==> src/rtl/spwm_pkg.sv <==
// Shared widths, constants and leg state type for the three-phase SPWM modulator.
package spwm_pkg;

    localparam int DATA_W           = 12;
    localparam int MID_OFFSET       = 2048;
    localparam int DEAD_CYC_DEFAULT = 12;

    typedef enum logic [1:0] {
        OFF,
        HI,
        LO,
        DEAD
    } leg_state_t;

    // Two's-complement sample plus half scale, done by flipping the sign bit.
    function automatic logic [DATA_W-1:0] to_offset(input logic [DATA_W-1:0] s);
        return {~s[DATA_W-1], s[DATA_W-2:0]};
    endfunction

endpackage

==> src/rtl/spwm_modulator_if.sv <==
// Bus between the modulating-wave source / gate-driver pins and the SPWM modulator.
interface spwm_modulator_if;
    import spwm_pkg::*;

    logic              en;
    logic [DATA_W-1:0] mod_a;
    logic [DATA_W-1:0] mod_b;
    logic [DATA_W-1:0] mod_c;
    logic              gate_a_hi;
    logic              gate_a_lo;
    logic              gate_b_hi;
    logic              gate_b_lo;
    logic              gate_c_hi;
    logic              gate_c_lo;
    logic [DATA_W-1:0] carrier;
    logic              sample_stb;

    modport master (
        output en, mod_a, mod_b, mod_c,
        input  gate_a_hi, gate_a_lo, gate_b_hi, gate_b_lo, gate_c_hi, gate_c_lo,
        input  carrier, sample_stb
    );

    modport slave (
        input  en, mod_a, mod_b, mod_c,
        output gate_a_hi, gate_a_lo, gate_b_hi, gate_b_lo, gate_c_hi, gate_c_lo,
        output carrier, sample_stb
    );

endinterface

==> src/rtl/spwm_leg.sv <==
// One inverter leg: complementary gate pair with a fixed dead time on every hand-over.
module spwm_leg
    import spwm_pkg::*;
#(
    parameter int DEAD_CYC = DEAD_CYC_DEFAULT
) (
    input  logic clk,
    input  logic rst,
    input  logic i_en,
    input  logic i_dem,
    output logic o_gate_hi,
    output logic o_gate_lo
);

    localparam int CNT_W = $clog2(DEAD_CYC + 1);

    leg_state_t       r_state;
    leg_state_t       w_state_nxt;
    logic [CNT_W-1:0] r_dead_cnt;
    logic             w_dead_done;

    assign w_dead_done = (r_dead_cnt == CNT_W'(DEAD_CYC - 1));

    always_ff @(posedge clk) begin
        if (rst) begin
            r_state <= OFF;
        end else begin
            r_state <= w_state_nxt;
        end
    end

    // Counter sits at zero outside DEAD, so it is zero on the first DEAD cycle.
    always_ff @(posedge clk) begin
        if (rst) begin
            r_dead_cnt <= '0;
        end else begin
            r_dead_cnt <= (r_state == DEAD) ? r_dead_cnt + 1'b1 : '0;
        end
    end

    always_comb begin
        // NOTE: default first so every path assigns the next state and no latch is inferred.
        w_state_nxt = r_state;
        if (!i_en) begin
            w_state_nxt = OFF;
        end else begin
            case (r_state)
                OFF:     w_state_nxt = DEAD;
                HI:      if (!i_dem) w_state_nxt = DEAD;
                LO:      if (i_dem) w_state_nxt = DEAD;
                DEAD:    if (w_dead_done) w_state_nxt = i_dem ? HI : LO;
                default: w_state_nxt = OFF;
            endcase
        end
    end

    always_comb begin
        o_gate_hi = (r_state == HI);
        o_gate_lo = (r_state == LO);
    end

endmodule

==> src/rtl/spwm_modulator.sv <==
// Three-phase SPWM: symmetric triangular carrier, regular sampling at both carrier
// turning points, registered per-phase demand compare and three dead-time legs.
module spwm_modulator
    import spwm_pkg::*;
#(
    parameter int CARRIER_MAX = 4095,
    parameter int DEAD_CYC    = DEAD_CYC_DEFAULT
) (
    input logic             clk,
    input logic             rst,
    spwm_modulator_if.slave bus
);

    localparam logic [DATA_W-1:0] C_MAX = DATA_W'(CARRIER_MAX);
    localparam logic [DATA_W-1:0] C_MID = DATA_W'(MID_OFFSET);

    logic [DATA_W-1:0]            r_carrier;
    logic                         r_dir_up;
    logic [2:0][DATA_W-1:0]       r_ref;
    logic [2:0]                   r_dem;
    logic [2:0][DATA_W-1:0]       w_mod;
    logic                         w_turn;
    logic [2:0]                   w_hi;
    logic [2:0]                   w_lo;

    assign w_mod  = {bus.mod_c, bus.mod_b, bus.mod_a};
    assign w_turn = (r_carrier == C_MAX) || (r_carrier == '0);

    // Direction flips on the same edge the count lands on a turning point.
    always_ff @(posedge clk) begin
        // NOTE: nonblocking so every register here sees the pre-edge values of the others.
        if (rst) begin
            r_carrier <= '0;
            r_dir_up  <= 1'b1;
        end else if (r_dir_up) begin
            r_carrier <= r_carrier + 1'b1;
            if (r_carrier == C_MAX - 1'b1) r_dir_up <= 1'b0;
        end else begin
            r_carrier <= r_carrier - 1'b1;
            if (r_carrier == DATA_W'(1)) r_dir_up <= 1'b1;
        end
    end

    always_ff @(posedge clk) begin
        if (rst) begin
            r_ref <= {3{C_MID}};
            r_dem <= '0;
        end else begin
            for (int i = 0; i < 3; i++) begin
                if (w_turn) r_ref[i] <= to_offset(w_mod[i]);
                r_dem[i] <= (r_ref[i] > r_carrier);
            end
        end
    end

    for (genvar g = 0; g < 3; g++) begin : g_leg
        spwm_leg #(
            .DEAD_CYC (DEAD_CYC)
        ) u_leg (
            .clk       (clk),
            .rst       (rst),
            .i_en      (bus.en),
            .i_dem     (r_dem[g]),
            .o_gate_hi (w_hi[g]),
            .o_gate_lo (w_lo[g])
        );
    end

    assign bus.carrier    = r_carrier;
    assign bus.sample_stb = w_turn & ~rst;
    assign bus.gate_a_hi  = w_hi[0];
    assign bus.gate_a_lo  = w_lo[0];
    assign bus.gate_b_hi  = w_hi[1];
    assign bus.gate_b_lo  = w_lo[1];
    assign bus.gate_c_hi  = w_hi[2];
    assign bus.gate_c_lo  = w_lo[2];

endmodule

==> src/flat_wrapper.sv <==
// flat-port wrapper written by rule: the top's interface ports become plain ports
module spwm_modulator_flat import spwm_pkg::*;
#(
    parameter int CARRIER_MAX = 4095,
    parameter int DEAD_CYC    = DEAD_CYC_DEFAULT
)
  (clk, rst, bus_en, bus_mod_a, bus_mod_b, bus_mod_c, bus_gate_a_hi, bus_gate_a_lo, bus_gate_b_hi, bus_gate_b_lo, bus_gate_c_hi, bus_gate_c_lo, bus_carrier, bus_sample_stb);
  spwm_modulator_if bus_i ();
  input logic clk;
  input logic rst;
  input wire logic [$bits(bus_i.en)-1:0] bus_en;
  input wire logic [$bits(bus_i.mod_a)-1:0] bus_mod_a;
  input wire logic [$bits(bus_i.mod_b)-1:0] bus_mod_b;
  input wire logic [$bits(bus_i.mod_c)-1:0] bus_mod_c;
  output wire logic [$bits(bus_i.gate_a_hi)-1:0] bus_gate_a_hi;
  output wire logic [$bits(bus_i.gate_a_lo)-1:0] bus_gate_a_lo;
  output wire logic [$bits(bus_i.gate_b_hi)-1:0] bus_gate_b_hi;
  output wire logic [$bits(bus_i.gate_b_lo)-1:0] bus_gate_b_lo;
  output wire logic [$bits(bus_i.gate_c_hi)-1:0] bus_gate_c_hi;
  output wire logic [$bits(bus_i.gate_c_lo)-1:0] bus_gate_c_lo;
  output wire logic [$bits(bus_i.carrier)-1:0] bus_carrier;
  output wire logic [$bits(bus_i.sample_stb)-1:0] bus_sample_stb;
  assign bus_i.en = bus_en;
  assign bus_i.mod_a = bus_mod_a;
  assign bus_i.mod_b = bus_mod_b;
  assign bus_i.mod_c = bus_mod_c;
  assign bus_gate_a_hi = bus_i.gate_a_hi;
  assign bus_gate_a_lo = bus_i.gate_a_lo;
  assign bus_gate_b_hi = bus_i.gate_b_hi;
  assign bus_gate_b_lo = bus_i.gate_b_lo;
  assign bus_gate_c_hi = bus_i.gate_c_hi;
  assign bus_gate_c_lo = bus_i.gate_c_lo;
  assign bus_carrier = bus_i.carrier;
  assign bus_sample_stb = bus_i.sample_stb;
  spwm_modulator #(.CARRIER_MAX(CARRIER_MAX), .DEAD_CYC(DEAD_CYC)) u_core (.clk(clk), .rst(rst), .bus(bus_i));
endmodule
==> config.mk <==
export PLATFORM = sky130hd
export DESIGN_NAME = spwm_modulator_flat
export DESIGN_NICKNAME = d
export VERILOG_FILES = /design/src/rtl/spwm_pkg.sv /design/src/rtl/spwm_modulator_if.sv /design/src/rtl/spwm_leg.sv /design/src/rtl/spwm_modulator.sv /design/src/flat_wrapper.sv
export SDC_FILE = /design/constraint.sdc
export NUM_CORES = 1
export LEC_CHECK = 0
export CAP_MARGIN = 40
export CORE_MARGIN = 3
export CORE_UTILIZATION = 49
export CTS_CLUSTER_SIZE = 40
export DETAILED_ROUTE_END_ITERATION = 12
export MAX_ROUTING_LAYER = met4
export PLACE_DENSITY = 0.76
export SYNTH_ARGS = -nofsm -noshare
export SYNTH_HDL_FRONTEND = slang
export SYNTH_SLANG_ARGS = --single-unit
==> constraint.sdc <==
create_clock -name clk -period 1.9 [get_ports clk]
set_input_delay 0.475 -clock clk [delete_from_list [all_inputs] [get_ports clk]]
set_output_delay 0.475 -clock clk [all_outputs]
set_load 0.02 [all_outputs]
==> results.json, run 1 <==
{
  "status": "finished, violations left",
  "failed_checks": "setup timing",
  "root_buffer": "clkbuf_8",
  "path_delay_family": "simple AND/OR/NAND/NOR gates",
  "fill_cells": 600,
  "clk_latency_ns": 0.35,
  "worstPathArrival_ns": 1.80,
  "synthSimpleGateAreaFrac_pct": 23.1,
  "fin_ws_ns": -0.375,
  "synth_top_family_by_area": "simple AND/OR/NAND/NOR gates",
  "yosys_warnings": 0,
  "synthMuxAreaShare_pct": 0.817,
  "cts_tree": "done",
  "clock.fmax_mhz": 440,
  "ys.flop_type": "dfxtp_1",
  "dieWidth_um": 94.4,
  "place_hpwl_um": 7040,
  "drt_iter0_markers": 125,
  "ys_seq_elements": 70,
  "cp_cell_sequence": "nor4_4, and3_4, and4_4, a22oi_2, nor2_2, buf_6",
  "synth_edf_count": 0,
  "ant_nets": 0,
  "grt_first_pass_wirelength_um": 15000,
  "antenna_found_initial": 0,
  "grt_max_degree": 38,
  "fin_util_pct": 69.6,
  "cts-htree-levels": 3,
  "internal_power_uw": 2760,
  "synth_area_um2": 3830,
  "maxCapViolCount": 0,
  "max_stage_delay_ns": 0.36,
  "period_minus_slack_ns": 2.27,
  "initial_core_util_pct": 51.7,
  "cts_sinks": 70,
  "port_buffers": 57,
  "clk_pin_slew_ns": 0.08,
  "dr_total_vias": 3339,
  "grt_util_all_layers_pct": 22.2,
  "p_seq_share_pct": 42.0,
  "num_rows": 31,
  "post-route-period-util_pct": 120,
  "finalSetupViolCount": 1,
  "postSynth.asyncResetShare_pct": 0,
  "yosys.area_share.adder_pct": 14.4,
  "cts_hold_buf": 0,
  "cp-start-kind": "flip-flop",
  "power.leakage_uw": 0.00216,
  "crit_type": "reg -> out",
  "rsz0062_at_grt": "true",
  "ys_seq_area_share_pct": 36.6,
  "final_area_um2": 5160,
  "drt-total-wl_um": 9600,
  "worstPathRequired_ns": 1.42,
  "slowest_stage": "dfxtp_4",
  "p_comb_share_pct": 23.5,
  "syn_avg_cell_area_um2": 9.10,
  "hp-class": "reg -> reg",
  "place.gp.congestion": 0.888,
  "swShare_pct": 28.9,
  "drc": 0,
  "power.density_cell_area_nw_per_um2": 752,
  "wl_per_cell_um": 15.3,
  "ctsLongestPathBuffers": 2,
  "cp-end-kind": "output pin",
  "yosysUniqueCellTypes": 48,
  "core_um2": 7410,
  "path_max_fanout": 3,
  "critPathBufInv": 1,
  "vdd_drop_max_mv": 0.701,
  "layout-drive-gt1-share_pct": 29.7,
  "grt_pass1_vias": 3267,
  "worst_pin_slew_ns": 0.518,
  "die_area_um2": 8910,
  "via_per_inst": 5.33,
  "fin_skew_ns": 0.00536,
  "drtPass1Iterations": 4,
  "nNetsFinal": 606,
  "synth_compound_area_share_pct": 16.3,
  "overflow": 0,
  "multi_input_area_um2": 2310,
  "synth-xor-area-share_pct": 3.66,
  "finalHoldViolations": 0,
  "die_h_um": 94.4,
  "ios": 58,
  "slew_headroom_pct": 65.5,
  "clkPwrFrac_pct": 34.5,
  "synthToLayoutAreaGrowth_pct": 34.7,
  "placedInstanceArea_um2": 4730,
  "antenna_cells": 0,
  "regArea_um2": 1420,
  "cts-buffers-inserted": 9,
  "syn-num-nets": 504,
  "p_sw_uw": 1120,
  "drv_slew": 0,
  "syn_inst": 421
}
==> through the flow <==
stage / setup TNS (ns) / hold WS [ns] / total power [uW] / setup WS, ns / cells
5_1_grt: -0.459 / 0.476 / 4080 / -0.430 / 627
3_5_place_dp: -0.486 / 0.438 / 2480 / -0.486 / 601
3_3_place_gp: -0.455 / 0.430 / 2440 / -0.455 / 601
6_report: -0.375 / 0.449 / 3880 / -0.375 / 627
4_1_cts: -0.346 / 0.452 / 3810 / -0.346 / 619
2_1_floorplan: -0.0530 / 0.418 / 2220 / -0.0530 / 421
==> sequential cells by signal, indices dropped and copies added (netlist names) <==
register	cells
u_core.bus.carrier	12
u_core.g_leg.u_leg.r_dead_cnt	12
u_core.g_leg.u_leg.r_state	6
u_core.r_dir_up	1
u_core.r_ref	36
u_core.r_dem	3
==> cell usage in the layout (no fill, tap or decap), types with 12 or more instances in the layout <==
cell type | synthesis | layout
a21oi_1 | 18 | 17
a21oi_2 | 30 | 31
buf_4 | 0 | 41
clkdlybuf4s50_1 | 0 | 37
dfxtp_1 | 70 | 63
dlygate4sd2_1 | 0 | 15
ha_1 | 44 | 44
inv_1 | 21 | 19
nand2_1 | 54 | 54
nand2_2 | 30 | 30
nor2_1 | 29 | 27
xnor2_1 | 12 | 12
==> layout make-up <==
class,instances,area share (%)
Multi-Input combinational cell,315,44.8
Sequential cell,70,27.4
Timing Repair Buffer,106,19.5
Clock buffer,9,2.40
Tap cell,99,2.40
Clock inverter,7,1.89
Inverter,21,1.53
==> worst register-to-register path: cells and delay by family (launching register included) <==
kind                       cells  cell delay (ns)
AOI/OAI and AO/OA              2             0.44
buffers and inverters          3             0.51
DFF                            1             0.35
and+or+nand+nor                3             0.21
adders and majority gates      1             0.23
==> what timing repair did <==
action	in CTS	in global routing
endpoints found under the setup margin	23	41
buffers inserted	2	6
gates resized for setup	26	24
cloned	0	2
pin swaps	4	12
==> layer usage <==
| layer | global-route usage [%] | vias to the layer above | wire, um |
|---|---|---|---|
| met4 | 8.06 | 0 | 206 |
| li1 | - | 1670 | - |
| met1 | 25.3 | 1560 | 4180 |
| met3 | 4.06 | 18 | 447 |
| met5 | - | - | 0 |
| met2 | 38.8 | 91 | 4760 |
==> kinds of logic (layout without fill, tap and decap cells) <==
kind of cell,after synthesis,in the layout
flops,70,70
mux,3,3
buf+inv,36,143
xor+xnor,16,16
fa+ha+maj,44,44
compound gates,82,82
simple gates,170,170
==> synthesized netlist by cell type, drive strengths merged, types with 2 or more instances <==
library cell   n  area (um^2)
nand2         84          390
dfxtp         70         1400
a21oi         48          353
ha            44          551
nor2          30          115
inv           21         78.8
xnor2         12          105
nand4         11         68.8
nor2b         10         62.6
buf            8         90.1
nand3          8         40.0
a31oi          7         43.8
clkbuf         7         27.5
nand3b         6         45.0
nor3           6         30.0
a211oi         5         37.5
a21o           4         30.0
a32oi          4         53.8
and3           4         30.0
nand2b         4         25.0
xor2           4         35.0
and4           3         28.8
o211ai         3         22.5
o21ai          3         15.0
mux2i          2         20.0
nor4           2         27.5
o21bai         2         15.0
==> path summary, 6_finish.rpt <==
path / to / slack [ns] / cells after the start / start
worst min-delay path: u_core.g_leg[1].u_leg.r_dead_cnt[0] / 0.45 / 1 / u_core.g_leg[1].u_leg.r_dead_cnt[0]
worst max register to register: u_core.r_ref[35] / 0.07 / 9 / u_core.bus.carrier[0]
worst min register to register: u_core.g_leg[1].u_leg.r_dead_cnt[0] / 0.45 / 1 / u_core.g_leg[1].u_leg.r_dead_cnt[0]
worst max-delay path: bus_sample_stb / -0.37 / 6 / u_core.bus.carrier[5]
==> power by group through the flow <==
stage / registers (uW) / logic [uW] / clock network [uW]
2_1_floorplan: 1650 / 565 / 0
3_3_place_gp: 1660 / 786 / 0
3_5_place_dp: 1660 / 818 / 0
4_1_cts: 1630 / 818 / 1360
5_1_grt: 1640 / 1010 / 1430
6_report: 1630 / 914 / 1340
Power figures use the tool's default switching activity.
==> run 2: changes to the inputs <==
--- a/config.mk
+++ b/config.mk
@@ -10,6 +10,7 @@
 export CORE_UTILIZATION = 49
 export CTS_CLUSTER_SIZE = 40
 export DETAILED_ROUTE_END_ITERATION = 12
+export HOLD_SLACK_MARGIN = 0.03
 export MAX_ROUTING_LAYER = met4
 export PLACE_DENSITY = 0.76
 export SYNTH_ARGS = -nofsm -noshare
==> results of run 2 <==
Same layout as run 1: the final DEF is identical, and so are final timing and power.
